`config.mk`:
```
export PLATFORM = sky130hd
export DESIGN_NAME = adder_accumulator_flat
export DESIGN_NICKNAME = d
export VERILOG_FILES = /design/src/rtl/adder_acc_pkg.sv /design/src/rtl/adder_acc_if.sv /design/src/rtl/adder_acc_ctrl.sv /design/src/rtl/adder_accumulator.sv /design/src/flat_wrapper.sv
export SDC_FILE = /design/constraint.sdc
export NUM_CORES = 1
export LEC_CHECK = 0
export CORE_ASPECT_RATIO = 1.2
export CORE_MARGIN = 2
export CORE_UTILIZATION = 42
export DETAILED_ROUTE_END_ITERATION = 6
export PLACE_DENSITY = 0.86
export SYNTH_ARGS = -nofsm -noshare
export SYNTH_HDL_FRONTEND = slang
export SYNTH_SLANG_ARGS = --single-unit
```
`constraint.sdc`:
```
create_clock -name clk -period 4.11 [get_ports clk]
set_input_delay 0.822 -clock clk [delete_from_list [all_inputs] [get_ports clk]]
set_output_delay 0.822 -clock clk [all_outputs]
set_load 0.01 [all_outputs]
```
`src/rtl/adder_acc_pkg.sv`:
```
// Shared definitions for the adder accumulator: controller state encoding
// and default datapath widths.
package adder_acc_pkg;

    localparam int DEFAULT_WIDTH       = 16;
    localparam int DEFAULT_COUNT_WIDTH = 8;

    typedef enum logic [1:0] {
        ST_IDLE  = 2'd0,
        ST_ACCUM = 2'd1,
        ST_DONE  = 2'd2
    } state_t;

endpackage : adder_acc_pkg

```
`src/rtl/adder_acc_if.sv`:
```
// Operand stream (in_*) and result stream (out_*) handshakes of the
// adder accumulator. The slave modport is the accumulator side; the master
// modport is the source/consumer side.
interface adder_acc_if #(
    parameter int WIDTH       = adder_acc_pkg::DEFAULT_WIDTH,
    parameter int COUNT_WIDTH = adder_acc_pkg::DEFAULT_COUNT_WIDTH
);
    logic                   in_valid;
    logic                   in_ready;
    logic [WIDTH-1:0]       in_data;
    logic                   out_valid;
    logic                   out_ready;
    logic [WIDTH-1:0]       out_sum;
    logic [COUNT_WIDTH-1:0] out_carries;

    modport slave (
        input  in_valid,
        input  in_data,
        input  out_ready,
        output in_ready,
        output out_valid,
        output out_sum,
        output out_carries
    );

    modport master (
        output in_valid,
        output in_data,
        output out_ready,
        input  in_ready,
        input  out_valid,
        input  out_sum,
        input  out_carries
    );
endinterface : adder_acc_if

```
`src/rtl/adder_acc_ctrl.sv`:
```
// Run controller for the adder accumulator: sequencing FSM plus the
// down-counter of operands still expected in the current run.
//
//   state    | meaning
//   ---------+----------------------------------------------------------
//   ST_IDLE  | waiting for start; length is latched into remaining
//   ST_ACCUM | accepting operands; leaves after the beat with remaining==1
//   ST_DONE  | result presented downstream until out_ready
//
// All handshake outputs decode from the state register only, so in_ready
// and out_valid can never be high together.
module adder_acc_ctrl
    import adder_acc_pkg::*;
#(
    parameter int COUNT_WIDTH = DEFAULT_COUNT_WIDTH
) (
    input  logic                   clk,
    input  logic                   rst_n,
    input  logic                   start,
    input  logic [COUNT_WIDTH-1:0] length,
    input  logic                   in_valid,
    input  logic                   out_ready,
    output logic                   in_ready,
    output logic                   out_valid,
    output logic                   busy,
    output logic                   load,
    output logic                   accept
);

    state_t                 state;
    state_t                 state_nxt;
    logic [COUNT_WIDTH-1:0] remaining;
    logic [COUNT_WIDTH-1:0] remaining_nxt;

    // State register and remaining-operand counter.
    always_ff @(posedge clk or negedge rst_n) begin
        if (!rst_n) begin
            state     <= ST_IDLE;
            remaining <= '0;
        end else begin
            state     <= state_nxt;
            remaining <= remaining_nxt;
        end
    end

    // Next-state decode, counter update and strobes.
    always_comb begin
        state_nxt     = state;
        remaining_nxt = remaining;
        in_ready      = 1'b0;
        out_valid     = 1'b0;
        busy          = 1'b0;
        load          = 1'b0;
        accept        = 1'b0;
        case (state)
            ST_IDLE: begin
                if (start) begin
                    load          = 1'b1;
                    remaining_nxt = length;
                    state_nxt     = (length == '0) ? ST_DONE : ST_ACCUM;
                end
            end
            ST_ACCUM: begin
                in_ready = 1'b1;
                busy     = 1'b1;
                if (in_valid) begin
                    accept        = 1'b1;
                    remaining_nxt = remaining - COUNT_WIDTH'(1);
                    if (remaining == COUNT_WIDTH'(1)) begin
                        state_nxt = ST_DONE;
                    end
                end
            end
            ST_DONE: begin
                out_valid = 1'b1;
                busy      = 1'b1;
                if (out_ready) begin
                    state_nxt = ST_IDLE;
                end
            end
            default: begin
                state_nxt = ST_IDLE;
            end
        endcase
    end

endmodule : adder_acc_ctrl

```
`src/rtl/adder_accumulator.sv`:
```
// Accumulation controller around an external combinational adder. The
// adder sits in the feedback loop: add_a is the running sum, add_b the
// incoming operand, and the adder result is captured on every accepted beat.
// Optional build macro ADDACC_SATURATE_EN clamps the sum at all ones on a
// carry instead of wrapping; carry beats are counted either way.
module adder_accumulator
    import adder_acc_pkg::*;
#(
    parameter int WIDTH       = DEFAULT_WIDTH,
    parameter int COUNT_WIDTH = DEFAULT_COUNT_WIDTH
) (
    input  logic                   clk,
    input  logic                   rst_n,
    input  logic                   start,
    input  logic [COUNT_WIDTH-1:0] length,
    output logic [WIDTH-1:0]       add_a,
    output logic [WIDTH-1:0]       add_b,
    input  logic [WIDTH-1:0]       add_result,
    input  logic                   add_cout,
    output logic                   busy,
    adder_acc_if.slave             bus
);

    logic                   in_ready;
    logic                   out_valid;
    logic                   load;
    logic                   accept;
    logic [WIDTH-1:0]       acc;
    logic [WIDTH-1:0]       acc_nxt_sum;
    logic [COUNT_WIDTH-1:0] carries;

    adder_acc_ctrl #(
        .COUNT_WIDTH (COUNT_WIDTH)
    ) u_ctrl (
        .clk       (clk),
        .rst_n     (rst_n),
        .start     (start),
        .length    (length),
        .in_valid  (bus.in_valid),
        .out_ready (bus.out_ready),
        .in_ready  (in_ready),
        .out_valid (out_valid),
        .busy      (busy),
        .load      (load),
        .accept    (accept)
    );

    // Value captured into the accumulator on an accepted beat.
    always_comb begin
`ifdef ADDACC_SATURATE_EN
        acc_nxt_sum = add_cout ? {WIDTH{1'b1}} : add_result;
`else
        acc_nxt_sum = add_result;
`endif
    end

    // Running sum and carry count; cleared when a run is started.
    always_ff @(posedge clk or negedge rst_n) begin
        if (!rst_n) begin
            acc     <= '0;
            carries <= '0;
        end else if (load) begin
            acc     <= '0;
            carries <= '0;
        end else if (accept) begin
            acc     <= acc_nxt_sum;
            carries <= carries + COUNT_WIDTH'(add_cout);
        end
    end

    assign add_a           = acc;
    assign add_b           = bus.in_data;
    assign bus.in_ready    = in_ready;
    assign bus.out_valid   = out_valid;
    assign bus.out_sum     = acc;
    assign bus.out_carries = carries;

endmodule : adder_accumulator

```
`src/flat_wrapper.sv`:
```
// flat-port wrapper written by rule: the top's interface ports become plain ports
module adder_accumulator_flat import adder_acc_pkg::*;
#(
    parameter int WIDTH       = DEFAULT_WIDTH,
    parameter int COUNT_WIDTH = DEFAULT_COUNT_WIDTH
)
  (clk, rst_n, start, length, add_a, add_b, add_result, add_cout, busy, bus_in_valid, bus_in_data, bus_out_ready, bus_in_ready, bus_out_valid, bus_out_sum, bus_out_carries);
  adder_acc_if #(.WIDTH(WIDTH), .COUNT_WIDTH(COUNT_WIDTH)) bus_i ();
  input  logic clk;
  input  logic rst_n;
  input  logic start;
  input  logic [COUNT_WIDTH-1:0] length;
  output logic [WIDTH-1:0] add_a;
  output logic [WIDTH-1:0] add_b;
  input  logic [WIDTH-1:0] add_result;
  input  logic add_cout;
  output logic busy;
  input wire logic [$bits(bus_i.in_valid)-1:0] bus_in_valid;
  input wire logic [$bits(bus_i.in_data)-1:0] bus_in_data;
  input wire logic [$bits(bus_i.out_ready)-1:0] bus_out_ready;
  output wire logic [$bits(bus_i.in_ready)-1:0] bus_in_ready;
  output wire logic [$bits(bus_i.out_valid)-1:0] bus_out_valid;
  output wire logic [$bits(bus_i.out_sum)-1:0] bus_out_sum;
  output wire logic [$bits(bus_i.out_carries)-1:0] bus_out_carries;
  assign bus_i.in_valid = bus_in_valid;
  assign bus_i.in_data = bus_in_data;
  assign bus_i.out_ready = bus_out_ready;
  assign bus_in_ready = bus_i.in_ready;
  assign bus_out_valid = bus_i.out_valid;
  assign bus_out_sum = bus_i.out_sum;
  assign bus_out_carries = bus_i.out_carries;
  adder_accumulator #(.WIDTH(WIDTH), .COUNT_WIDTH(COUNT_WIDTH)) u_core (.clk(clk), .rst_n(rst_n), .start(start), .length(length), .add_a(add_a), .add_b(add_b), .add_result(add_result), .add_cout(add_cout), .busy(busy), .bus(bus_i));
endmodule
```
==> metrics list, run 1 <==
- Minimum clock period after layout: 2.87 ns
* Cells along the critical path: inv_1, ha_1, clkdlybuf4s50_1
- Switching share of power: 0.368
- CP Class: flip-flop to primary output
- The first TritonRoute pass finished after 4 iterations.
- In this run the vertical extent of the chip is 78.2 um.
- The later pin in the worst-skew pair is clocked with a latency of 0.28 ns.
- Synthesis produced a netlist with a net count of 237.
- Count of inserted antenna diode cells: 0
* Remaining number of nets flagged by the antenna check after routing: 0
- The worst setup path is launched from a flip-flop.
- Dominant combinational cell family by area after synthesis: compound AO/OA/AOI/OAI gates
- Int Power: 1.20 mW
* Vias per inst: 5.32
- Post-DR wirelength/cell: 15.8 um
- Routed Wire Length: 4490 um
- The die is 65.8 um wide.
* Post-CTS resize count: 0
- Across the VDD grid, the largest voltage drop is 435 uV.
- Final setup fails: 0
- For this configuration, the core starts out at a cell density of 0.445.
- In this run the worst path has a maximum fanout of 19.
- In this run, CTS created clock tree buffers numbering 5.
* Sequential fraction of the synthesis area: 0.442
* Transition at the pin with the smallest max-transition slack: 0.744 ns
* Leading post-synthesis cells by cell area: sky130_fd_sc_hd__dfrtp_1, sky130_fd_sc_hd__buf_4, sky130_fd_sc_hd__a22o_1
- Of the total synthesized cell area, the portion taken by AND, OR, NAND and NOR gates is 0.148.
* Areal power density over the cells: 741 mW/mm2
- Total Routing Usage GR: 0.183
* Synth unique cells: 38
- The clock arrives with 0.00913 ns of skew.
- The slowest stage of the critical path belongs to the cell sky130_fd_sc_hd__clkdlybuf4s50_1.
* Fraction of synthesized cell area in xor and xnor cells: 0.0182
* Die area: 0.00514 mm2
* Filler instances: 367
- The max-slew violation count is 0.
- Dividing the final minimum period by the clock period gives 0.697.
- Post-route core utilization: 0.591
- The compound-gate portion of the synthesized area was 0.172.
* Setup crit end kind: primary output
* Total negative setup slack: 0 ns
- Via count of the first global-routing pass: 1535
- Of the total power, registers draw 0.321.
* Maximum number of pins on one net before global-route repair: 35
* Layout Area Growth over Synthesis: 32.8%
- Total I/O pin count: 105
- #FFs+latches synth: 34
- The largest single stage delay on the critical path is 0.66 ns.
* Multiplexer share of the synthesized area: 0.0182
- Initial antenna violation count: 0
- Area share of the largest cell type after synthesis: 0.442
- Routability-driven placement finished with a final weighted congestion of 0.914.
- Clock tree from TritonCTS: built
- In this run the number of H-tree levels came out at 2.
* Power dissipated by switching net loads: 0.698 mW
* First-pass GRT wire length: 7260 um
- The run finished with clean final reports.
- Of the total power, combinational logic draws 0.523.
* Final net count: 279
- Max-cap violations in this run came to 0.
- Floorplan core area: 0.00433 mm2
- Of the total synthesized cell area, the portion taken by full adders, half adders and majority gates is 0.0455.
- Max Freq: 349 MHz
- For this block, the initial DRC count from the detailed router was 102.
- Buffers added to address setup during post-CTS repair amount to 0.
- Post-CTS Hold Buffers: 0
* Leakage power: 1.05 nW
- Worst Path Required: 3.29 ns
- Final Hold Viols: 0
* Total overflow reported by the global router: 0
* Count of port buffers added during placement: 72
- After technology mapping, the gate count stands at 184.
- Clock transition time at the flip-flop clock pins of the worst setup and hold paths: 0.07 ns
- The tree is rooted in a sky130_fd_sc_hd__clkbuf_8.
- The synthesized netlist occupies a cell area of 0.00192 mm2.
* Total number of yosys warnings: 0
* Row Count: 26
- Proportion of layout cells with a drive suffix above 1: 0.0749
* Class of the most critical hold timing path: flip-flop to flip-flop
- The clock net in this run drives a total of 34 sinks.
* Dominant cell type by area after synthesis: sky130_fd_sc_hd__dfrtp_1
- Mean area per synthesized cell: 10.5 um2
- Total DRC errors in the routed layout: 0
* Total number of vias: 1506
* RSZ-0062 raised after global routing: false
- STA puts the critical path data arrival time at 2.04 ns.
* Clock Power Share: 0.156
- No sink is reached through more buffers than the 2 on the longest clock path.
- Detailed placement ended at an HPWL of 3310 um.
* Rel. slew slack: 0.503
metal layers:
layer / track usage / vias up / part of all wire
li1: - / 714 / -
met2: 0.313 / 47 / 0.53
met3: 0.0444 / 12 / 0.039
met1: 0.208 / 733 / 0.40
met4: 0.0917 / 0 / 0.025
met5: 0 / - / 0
power groups by stage:
stage | clock network (mW) | registers [mW] | logic, mW
after floorplan | 0 | 0.629 | 0.605
after global placement | 0 | 0.607 | 0.970
after detailed placement | 0 | 0.611 | 0.993
after CTS | 0.303 | 0.607 | 0.998
after global routing | 0.321 | 0.629 | 1.06
final | 0.296 | 0.608 | 0.990
sequential cells by signal, summed over array words and instances (netlist names):
register and count:
u_core.add_a 16, u_core.u_ctrl.remaining 8, u_core.bus.out_carries 8, u_core.u_ctrl.state 2
through the flow:
stage / area, um2 / worst slack [ns] / total power, mW / hold slack (ns) / std cells
2_1_floorplan: 1920 / 2.32 / 1.23 / 0.526 / 184
3_3_place_gp: 2450 / 1.61 / 1.58 / 0.515 / 275
3_5_place_dp: 2450 / 1.54 / 1.60 / 0.516 / 275
4_1_cts: 2550 / 1.26 / 1.91 / 0.536 / 283
5_1_grt: 2550 / 1.15 / 2.01 / 0.543 / 283
6_report: 2550 / 1.24 / 1.89 / 0.533 / 283
cell usage after synthesis (all sizes together):
master	n
nand2	7
o21ai	9
and3b	1
a21o	2
nand4	3
and2	2
clkbuf	2
mux2	1
inv	5
nand3	6
nand2b	3
buf	37
nor4b	1
a22o	18
a22oi	1
nor2	9
xor2	1
and4	2
nor3b	2
nor4	3
nor3	4
or4	1
dfrtp	34
o22ai	5
ha	7
o221a	1
a311oi	1
a21oi	7
mux2i	2
o211ai	2
or3	2
xnor2	3
critical path: cells and delay by family, from the launching register on:
family / cells / cell delay (ns)
DFF: 1 / 0.39
buffers and inverters: 2 / 0.76
adders and majority gates: 1 / 0.61
cells in the final DEF (no fill, tap or decap), types with 6 or more instances in the layout:
master / n
sky130_fd_sc_hd__a22o_1: 18
sky130_fd_sc_hd__nand2_1: 7
sky130_fd_sc_hd__o21ai_0: 8
sky130_fd_sc_hd__nand3_1: 6
sky130_fd_sc_hd__dfrtp_1: 34
sky130_fd_sc_hd__clkdlybuf4s50_1: 72
sky130_fd_sc_hd__ha_1: 7
sky130_fd_sc_hd__nor2_1: 7
sky130_fd_sc_hd__a21oi_1: 7
path summary, 6_finish.rpt:
path / startpoint / endpoint / slack (ns) / cells past startpoint
setup / recovery: u_core.u_ctrl.state[1] / bus_in_ready / 1.24 / 3
hold / removal: u_core.add_a[12] / u_core.add_a[12] / 0.53 / 1
setup reg to reg: u_core.u_ctrl.state[1] / u_core.bus.out_carries[7] / 1.77 / 7
hold reg to reg: u_core.add_a[12] / u_core.add_a[12] / 0.53 / 1
max in group asynchronous: rst_n / u_core.add_a[12] / 2.83 / 2
min in group asynchronous: rst_n / u_core.u_ctrl.remaining[3] / 0.95 / 2
final cells by class:
type,instances,area [um2],share of cell area
Sequential cell,34,851,0.333
Clock inverter,1,30.0,0.0118
Clock buffer,7,76.3,0.0299
Timing Repair Buffer,74,736,0.288
Tap cell,56,70.1,0.0274
Multi-Input combinational cell,106,773,0.303
Inverter,5,18.8,0.00735
kinds of logic (layout without fill, tap and decap cells):
logic type               after synthesis  after routing
flip-flops                            34             34
AND/OR/NAND/NOR                       46             46
AO/OA/AOI/OAI                         46             46
adder cells (fa/ha/maj)                7              7
multiplexers                           3              3
XOR/XNOR                               4              4
buffers and inverters                 44             87
Note: power is estimated with default switching activity, not from simulation.
==> run 2, diff against run 1 <==
CORE_UTILIZATION = 35   (was 42)
PLACE_DENSITY = 0.76   (was 0.86)
clock period = 2.4 ns   (was 4.11 ns; I/O delays follow)
==> run 2 against run 1 <==
  * Critical path depth stayed put
  * Via count is 1.7% lower
  * Combinational power is 70% higher
  * Sequential share of layout area is 0.39 points lower
  * Clock-buffer cell count is 2 lower
  * Largest cell class unchanged
  * Critical path type unchanged
  * Global-route usage is 3.8 points lower
  * First-iteration DRC count is 21% lower
  * Clock power is 77% higher
==> metrics list, run 2 (synthesized netlist as in run 1, its figures left out) <==
* Result of the run: complete, no violations
- The worst register-to-register path has a setup slack of 0.51 ns.
* Final worst clock skew: 0.00484 ns
- 1st-iter DRT viols: 81
- Die Span X: 71.7 um
- Count of inserted antenna diode cells: 0
* Leading cell type in the layout, fill and taps excluded: sky130_fd_sc_hd__clkdlybuf4s50_1
- Routed Wire Length: 4300 um
* Filler instances: 518
* Critical Path Fanout Max: 8
- Post-CTS resize count: 0
- The number of antenna violations at the first check in global routing was 0.
* Total count of max-transition violations in the final report: 0
* Total Routing Usage GR: 0.144
- From synthesis to final layout, the design area changed by 34.3%.
- Dividing the detail-routed wire length by the instance count gives 14.8 um.
- Floorplan core area: 0.00530 mm2
- TritonCTS built the clock tree.
- Sort of element at the start of the critical path: flip-flop
- The net count of the finished layout is 281.
- Worst-Skew Late Latency: 0.28 ns
- TritonCTS created 5 clock buffers.
* Vias per inst: 5.09
* Total I/O pin count: 105
- Number of optimization iterations in the first detailed-route pass: 4
- Die H: 85.2 um
- The tree built by TritonCTS fans out to 34 sinks.
- For this run, global-route usage on met3 was measured as 0.0273.
* Max Freq: 458 MHz
* Register area: 851 um2
* Total negative setup slack: 0 ns
- Number of instances on the worst hold path: 1
* Remaining number of nets flagged by the antenna check after routing: 0
* Total overflow reported by the global router: 0
- Most frequent cells in the layout: sky130_fd_sc_hd__clkdlybuf4s50_1, sky130_fd_sc_hd__dfrtp_1, sky130_fd_sc_hd__a22o_1, sky130_fd_sc_hd__o21ai_0
- RSZ-0062 raised after global routing: false
- The clock passes through at most 2 buffers.
* Final critical-path share of the clock period: 0.910
- In this run the power density over the cells is 1260 mW/mm2.
- Total number of vias: 1480
- Port buffering added 72 buffers.
- Die area: 0.00611 mm2
- Min-Delay Startpoint: u_core.add_a[0]
* Number of standard cells in the layout, taps in and fillers out: 291
- Worst reg-to-reg path cell count: 6
- In this run the critical register-to-register path is captured at u_core.u_ctrl.remaining[7].
* Multi-input gate area: 773 um2
- Fraction of met2 tracks used by global routing: 0.248
- The register with the most flip-flops in the layout has 16 of them.
- At the pin with the least slew margin, the transition time is 0.721 ns.
* Total instance count after detailed placement: 283
- In this run the critical register-to-register path is launched from u_core.u_ctrl.state[1].
- Row generation in the floorplan step produced 29 rows.
- Data arrives at the worst endpoint at 1.70 ns.
- Minimum clock period after layout: 2.18 ns
* Leakage power: 1.06 nW
* Root Buffer: sky130_fd_sc_hd__clkbuf_8
* CTS H-Tree Depth: 2
- Clock-pin slew was measured on the worst setup and hold paths at 0.07 ns.
* Via count of the first global-routing pass: 1428
- First-pass GRT wire length: 6940 um
* Global routing met1 resource utilization: 0.178
- Worst Path Required: 1.92 ns
* Maximum Capacitance Violations: 0
- Setup crit end kind: primary output
- Final Hold Viols: 0
- Maximum number of pins on one net before global-route repair: 35
* Post-CTS setup-driven buffer insertion count: 0
- Routability congestion estimate from global placement: 0.844
- Buffers inserted to repair hold after CTS numbered 0.
- The worst hold path terminates at u_core.add_a[0].
- Total DRC errors in the routed layout: 0
- Initial Utilization: 0.363
- The critical path is of the flip-flop to primary output type.
- The global routing stage identified its most utilized layer as met2.
- Setup violations remaining at the end of the flow were counted as 0.
* Class of the most critical hold timing path: flip-flop to flip-flop
* Rel. slew slack: 0.519
- Maximum VDD drop: 434 uV
- HPWL reported at the end of detailed placement: 3270 um
* Proportion of layout cells with a drive suffix above 1: 0.0917
## run 2: stage by stage
| stage | setup slack (ns) | area [um2] | hold slack (ns) | utilization | power (mW) |
|---|---|---|---|---|---|
| floorplan | 0.608 | 1920 | 0.184 | - | 2.11 |
| global placement | 0.318 | 2470 | 0.513 | 0.466 | 2.71 |
| detailed placement | 0.260 | 2470 | 0.522 | 0.466 | 2.76 |
| CTS | 0.207 | 2580 | 0.540 | 0.488 | 3.29 |
| global route | 0.128 | 2580 | 0.567 | 0.488 | 3.50 |
| finish | 0.217 | 2580 | 0.530 | 0.488 | 3.25 |
## run 2: worst max-delay path, stage by stage (launching register included)
cell and delay [ns]:
sky130_fd_sc_hd__dfrtp_1 0.39, sky130_fd_sc_hd__inv_1 0.10, sky130_fd_sc_hd__ha_1 0.34, sky130_fd_sc_hd__clkdlybuf4s50_1 0.60
## run 2: report_power, final
| part | internal, mW | leakage, nW | switching (mW) | total, mW |
|---|---|---|---|---|
| registers | 0.809 | 0.439 | 0.237 | 1.05 |
| clock network | 0.309 | 0.0504 | 0.214 | 0.523 |
| logic | 0.945 | 0.570 | 0.740 | 1.68 |
| total | 2.06 | 1.06 | 1.19 | 3.25 |
## run 2: layout make-up
class	instances	share of cell area
multi-input cells	106	0.299
repair buffers	76	0.290
flip-flops and latches	34	0.329
inverters	5	0.00726
clock inverters	3	0.0174
clock buffers	5	0.0266
well taps	62	0.0300
## run 2: worst max path at each step
stage,startpoint,endpoint,cells past startpoint
final,u_core.u_ctrl.state[1],bus_in_ready,3
after global routing,u_core.u_ctrl.state[1],bus_in_ready,3
after CTS,u_core.u_ctrl.state[1],bus_in_ready,3
after detailed placement,start,u_core.add_a[4],4
after global placement,start,u_core.add_a[4],4
after floorplan,u_core.u_ctrl.state[1],u_core.u_ctrl.remaining[2],7
## run 2: per-layer routing
layer,share of wire,wire length (um)
met5,0,0
met4,0.011,46
met3,0.036,153
met2,0.54,2300
met1,0.42,1800
==> run 3, diff against run 2 <==
CORE_ASPECT_RATIO = default   (was 1.2)
PLACE_DENSITY = 0.85   (was 0.76)
==> run 3 against run 2 <==
  * Worst setup slack worse by 0.0048 ns
  * Final cell count up 2.4%
  * Power grew 3.6%
  * Maximum frequency down 0.22%
  * Worst hold slack worse by 0.28 ns
  * Combinational power is essentially flat
  * Non-clock buffer count is 1 lower
  * Die area barely moved
  * Sequential power about the same
  * Flip-flop and latch count is the same
  * Wire length is the same
  * Critical endpoint unchanged
  * Largest power group unchanged
==> metrics list, run 3 (synthesized netlist as in run 1, its figures left out) <==
- Result of the run: complete, no violations
* Post-CTS Hold Buffers: 0
- Crit Reg-Reg Startpoint: u_core.u_ctrl.state[1]
* Clock Sink Count: 34
* Rel. slew slack: 0.506
* Initial Utilization: 0.370
- Max Freq: 457 MHz
- The number of setup buffers added after CTS is 0.
* Total number of vias: 1521
* Total overflow reported by the global router: 0
- Floorplan core area: 0.00520 mm2
- STA classifies the critical path startpoint as a flip-flop.
- For the worst-skew pair, the clock arrives at the later sink with an insertion delay of 0.29 ns.
- The worst register-to-register path ends at u_core.u_ctrl.remaining[7].
* CTS H-Tree Depth: 2
- Setup crit end kind: primary output
* Fin worst setup slack: 0.212 ns
- Root Buffer: sky130_fd_sc_hd__clkbuf_8
- Clock-pin slew was measured on the worst setup and hold paths at 0.07 ns.
- CP peak stage delay: 0.60 ns
- STA puts the critical path data arrival time at 1.71 ns.
* Final critical-path share of the clock period: 0.912
- Across every metal layer, demand over resource in global routing totals 0.149.
- The repair_antennas step left the layout with diodes totalling 0.
- The net count of the finished layout is 280.
- Detailed placement finished with a half-perimeter wire length of 3290 um.
- The die is 78.2 um tall.
* CTS Buffer Depth: 2
* Count of port buffers added during placement: 72
* First-pass GRT wire length: 7190 um
- Initial antenna violation count: 0
- Row generation in the floorplan step produced 26 rows.
* Total DRC errors in the routed layout: 0
- Post-place setup slack: 0.281 ns
* Post-CTS resize count: 0
- The critical path is of the flip-flop to primary output type.
- Leading cell type in the layout, fill and taps excluded: sky130_fd_sc_hd__clkdlybuf4s50_1
- Summed over all failing endpoints, the final setup total negative slack is 0 ns.
- The slowest stage of the critical path belongs to the cell sky130_fd_sc_hd__clkdlybuf4s50_1.
- The min-delay analysis places its worst path in the category input pin to async pin.
* Final Hold Viols: 0
- Setup violations remaining at the end of the flow were counted as 0.
- After detailed routing, the average wire length per cell comes to 14.4 um.
* Areal power density over the cells: 1290 mW/mm2
- The register with the most flip-flops in the layout has 16 of them.
- Maximum VDD drop: 529 uV
* Remaining number of nets flagged by the antenna check after routing: 0
- Number of optimization iterations in the first detailed-route pass: 4
* Maximum Capacitance Violations: 0
- Clock tree from TritonCTS: built
- Total count of max-transition violations in the final report: 0
* Maximum number of pins on one net before global-route repair: 35
- Routability congestion estimate from global placement: 0.886
* Die Span X: 78.2 um
- 1st-iter DRT viols: 109
- In the final layout, the share of cells above drive strength 1 is 0.0921.
- Traced cell by cell, the critical path runs through inv_1, ha_1, clkdlybuf4s50_1.
* Register-to-register path setup slack: 0.48 ns
* Num CTS Buffers: 5
- Vias per inst: 5.10
- Die area: 0.00611 mm2
- Layout Area Growth over Synthesis: 35.4%
- Routed Wire Length: 4300 um
- Leakage power: 1.07 nW
- Along the worst path, the maximum fanout reaches 7.
* Worst Path Required: 1.92 ns
* Via count of the first global-routing pass: 1547
- Total I/O pin count: 105
- Minimum clock period after layout: 2.19 ns
* Worst reg-to-reg path cell count: 6
- Transition at the pin with the smallest max-transition slack: 0.741 ns
* Most frequent cells in the layout: sky130_fd_sc_hd__clkdlybuf4s50_1, sky130_fd_sc_hd__dfrtp_1, sky130_fd_sc_hd__a22o_1, sky130_fd_sc_hd__o21ai_0
- Setup repair after global routing left no endpoint under its margin.
- Across the routed clock network, the largest skew measured is 0.00913 ns.
## run 3: final cells by class
class	instances	area, um2
Inverter	5	18.8
Clock buffer	5	68.8
Sequential cell	34	851
Fill cell	487	2600
Tap cell	70	87.6
Timing Repair Buffer	75	738
Clock inverter	3	68.8
Multi-Input combinational cell	106	773
## run 3: layer usage
metal / share of wire / vias to the layer above / wire (um) / track usage
met3: 0.072 / 9 / 311 / 0.0494
met1: 0.41 / 732 / 1750 / 0.179
met5: 0 / - / 0 / 0
met2: 0.50 / 64 / 2160 / 0.240
li1: - / 716 / - / -
met4: 0.019 / 0 / 82 / 0.0702
## run 3: worst max path at each step
stage / start / end / slack [ns] / cells after the start
6_report: u_core.u_ctrl.state[1] / bus_in_ready / 0.21 / 3
2_1_floorplan: u_core.u_ctrl.state[1] / u_core.u_ctrl.remaining[2] / 0.61 / 7
3_5_place_dp: start / u_core.add_a[3] / 0.28 / 4
5_1_grt: u_core.u_ctrl.state[1] / bus_in_ready / 0.11 / 3
3_3_place_gp: start / u_core.add_a[15] / 0.30 / 4
4_1_cts: u_core.u_ctrl.state[1] / bus_in_ready / 0.19 / 3
## run 3: stage by stage
stage	total power [mW]	std cells	util	hold WS, ns	cell area [um2]
after CTS	3.41	298	0.501	0.279	2610
final	3.37	298	0.501	0.251	2610
after floorplan	2.11	184	-	0.184	1920
after global routing	3.60	298	0.501	0.309	2610
after global placement	2.71	290	0.474	0.515	2470
after detailed placement	2.76	290	0.474	0.522	2470
## run 3: worst max-delay path: cells and delay by family (launching register included)
| family | cells | cell delay (ns) |
|---|---|---|
| buf+inv | 2 | 0.71 |
| flops | 1 | 0.39 |
| fa+ha+maj | 1 | 0.33 |
## run 3: report_power, final
part           switching [mW]  leakage, nW  internal (mW)
combinational           0.755        0.565          0.944
clock                   0.213       0.0683          0.416
sequential              0.235        0.439          0.809
total                    1.20         1.07           2.17
==> RTL edit, RTL diff (settings of run 2) <==
Re-encode `state_t` (3 states) as one-hot, 3 bits wide.
--- a/src/rtl/adder_acc_pkg.sv
+++ b/src/rtl/adder_acc_pkg.sv
@@ -7,6 +7,6 @@
 
-    typedef enum logic [1:0] {
-        ST_IDLE  = 2'd0,
-        ST_ACCUM = 2'd1,
-        ST_DONE  = 2'd2
+    typedef enum logic [2:0] {
+        ST_IDLE  = 3'b001,
+        ST_ACCUM = 3'b010,
+        ST_DONE  = 3'b100
     } state_t;
Check against the original RTL: no difference found for any inputs over 10 cycles, from zero or initial values and one cycle with rst_n low; not proved beyond that.
==> RTL edit against run 2 <==
Clock skew rose by 0.00073 ns; die area rose by 0.73%; total power fell by 15%; global-route usage fell by 0.15 points; wire length rose by 2.8%; sequential cell count rose by 1; combinational power fell by 24%; cell area rose by 0.68%; core utilization barely moved; worst setup slack got worse by 0.098 ns; count of clock-buffer cells in the layout did not move; area after synthesis rose by 0.78%; via count rose by 2.8%; critical path type unchanged.
==> RTL edit: results (changes against run 2) <==
{
  "run_status": {
    "outcome": "completed"
  },
  "finish": {
    "layout-drive-gt1-share": {"value": 0.09871, "change": "+0.007009"},
    "n_fill_cell": {"value": 494, "change": "-4.6%"},
    "final-clk-cell-share": {"value": 0.04327, "change": "-0.0007773"},
    "postLayoutCoreUtil": {"value": 0.4879, "change": "about the same"},
    "buffers_excl_clock": {"value": 79, "change": "+3.9%"},
    "multi_input_area_share": {"value": 0.2861, "change": "-0.01307"},
    "final-nonclk-buf-share": {"value": 0.2952, "change": "+0.004776"},
    "finish.cell_count_without_fillers": {"value": 295, "change": "+1.4%"}
  },
  "drt": {
    "drt-vias-per-instance": {"value": 5.156, "change": "+1.4%"},
    "met2WireLength": {"value": 2.341, "unit": "mm", "change": "+1.7%"},
    "routedLengthMet1": {"value": 1.831, "unit": "mm", "change": "+1.9%"}
  },
  "synthesis": {
    "synth.top_cells.by_count": "buf_4, dfrtp_1, a22o_1, o21ai_0",
    "ys_seq_area_frac": {"value": 0.4523, "change": "+0.01013"},
    "syn_area_per_cell": {"value": 10.32, "unit": "um^2", "change": "-1.4%"},
    "post_synth_num_cell_types": {"value": 42, "change": "+11%"},
    "synth_seq_cells": {"value": 35, "change": "+2.9%"},
    "ys_top_cells_by_area": "dfrtp_1, buf_4, a22o_1, o21ai_0, ha_1"
  },
  "global_routing": {
    "grt_pass1_vias": {"value": 1439, "change": "+0.77%"},
    "first_pass_grt_wire_length": {"value": 6.837, "unit": "mm", "change": "-1.5%"},
    "global_route.usage.met3": {"value": 0.04230, "change": "+0.01499"},
    "grt_max_degree": {"value": 36, "change": "+2.9%"},
    "grtUsageMet1": {"value": 0.1749, "change": "-0.003188"}
  },
  "critical_path": {
    "delay_contributed_by_the_slowest_stage_of_the_critical_path": {"value": 0.52, "unit": "ns", "change": "-0.08 ns"},
    "cp-endpoint": "busy",
    "reg2reg_to": "u_core.bus.out_carries[7]",
    "timing.critical_path.fanout_max": {"value": 6, "change": "-2"},
    "timing.reg2reg.worst_path_depth": {"value": 5, "change": "-1"}
  },
  "power": {
    "vdd_ir_drop_max": {"value": 0.0005881, "unit": "V", "change": "+36%"},
    "p_leak": {"value": 1.116, "unit": "nW", "change": "+5.4%"}
  },
  "floorplanning": {
    "die_w": {"value": 71.95, "unit": "um", "change": "+0.36%"}
  },
  "min_path": {
    "timing.hold.worst.class": "input port to asynchronous set/reset pin"
  },
  "placed_design": {
    "placement.cell_area": {"value": 2464, "unit": "um^2", "change": "-0.30%"}
  },
  "timing": {
    "finClkSkew": {"value": 0.005574, "unit": "ns", "change": "+0.0007340 ns"}
  }
}
[RTL edit: cell count changes after synthesis, sizes merged, moves of 3 or more]
cell and delta:
and3 +3, xor2 +3, buf +3, o22ai -5
xnor2 -3, nor3 -3, a22oi +4, ha -3
o21ai +8
[RTL edit: cells by family after synthesis]
family / synth area share
xor gates and xnor gates: 0.01806
adders and majority gates: 0.02581
AOI/OAI and AO/OA: 0.2135
buffers and inverters: 0.1639
DFF: 0.4523
and+or+nand+nor: 0.1265
[RTL edit: power groups by stage]
| stage | clock network (mW) | registers, mW | logic, mW |
|---|---|---|---|
| floorplan | 0 | 0.957 | 0.803 |
| global placement | 0 | 0.956 | 1.21 |
| detailed placement | 0 | 0.962 | 1.23 |
| CTS | 0.552 | 0.942 | 1.26 |
| global route | 0.583 | 0.959 | 1.39 |
| finish | 0.539 | 0.937 | 1.28 |
[RTL edit: worst min-delay path by stage]
stage	startpoint	end	slack, ns	depth (start not counted)
finish	rst_n	u_core.u_ctrl.state[1]	0.27	1
global route	rst_n	u_core.add_a[8]	0.32	1
CTS	rst_n	u_core.add_a[8]	0.30	1
detailed placement	u_core.u_ctrl.remaining[7]	u_core.u_ctrl.remaining[7]	0.49	1
global placement	u_core.u_ctrl.remaining[7]	u_core.u_ctrl.remaining[7]	0.48	1
floorplan	rst_n	u_core.add_a[0]	0.18	0
[RTL edit: worst reg2reg max path, cell delays in order, from the launching register on]
cell	delay (ns)
dfstp_2	0.54
buf_4	0.14
and4bb_1	0.35
o2111ai_2	0.20
or3_1	0.38
a21oi_1	0.15
[RTL edit: timing repair]
item                                    in CTS  in global routing
pin swaps                                    0                  0
resized for setup                            1                  1
hold buffers                                 0                  0
endpoints found under the setup margin       1                  1
setup buffers                                1                  2
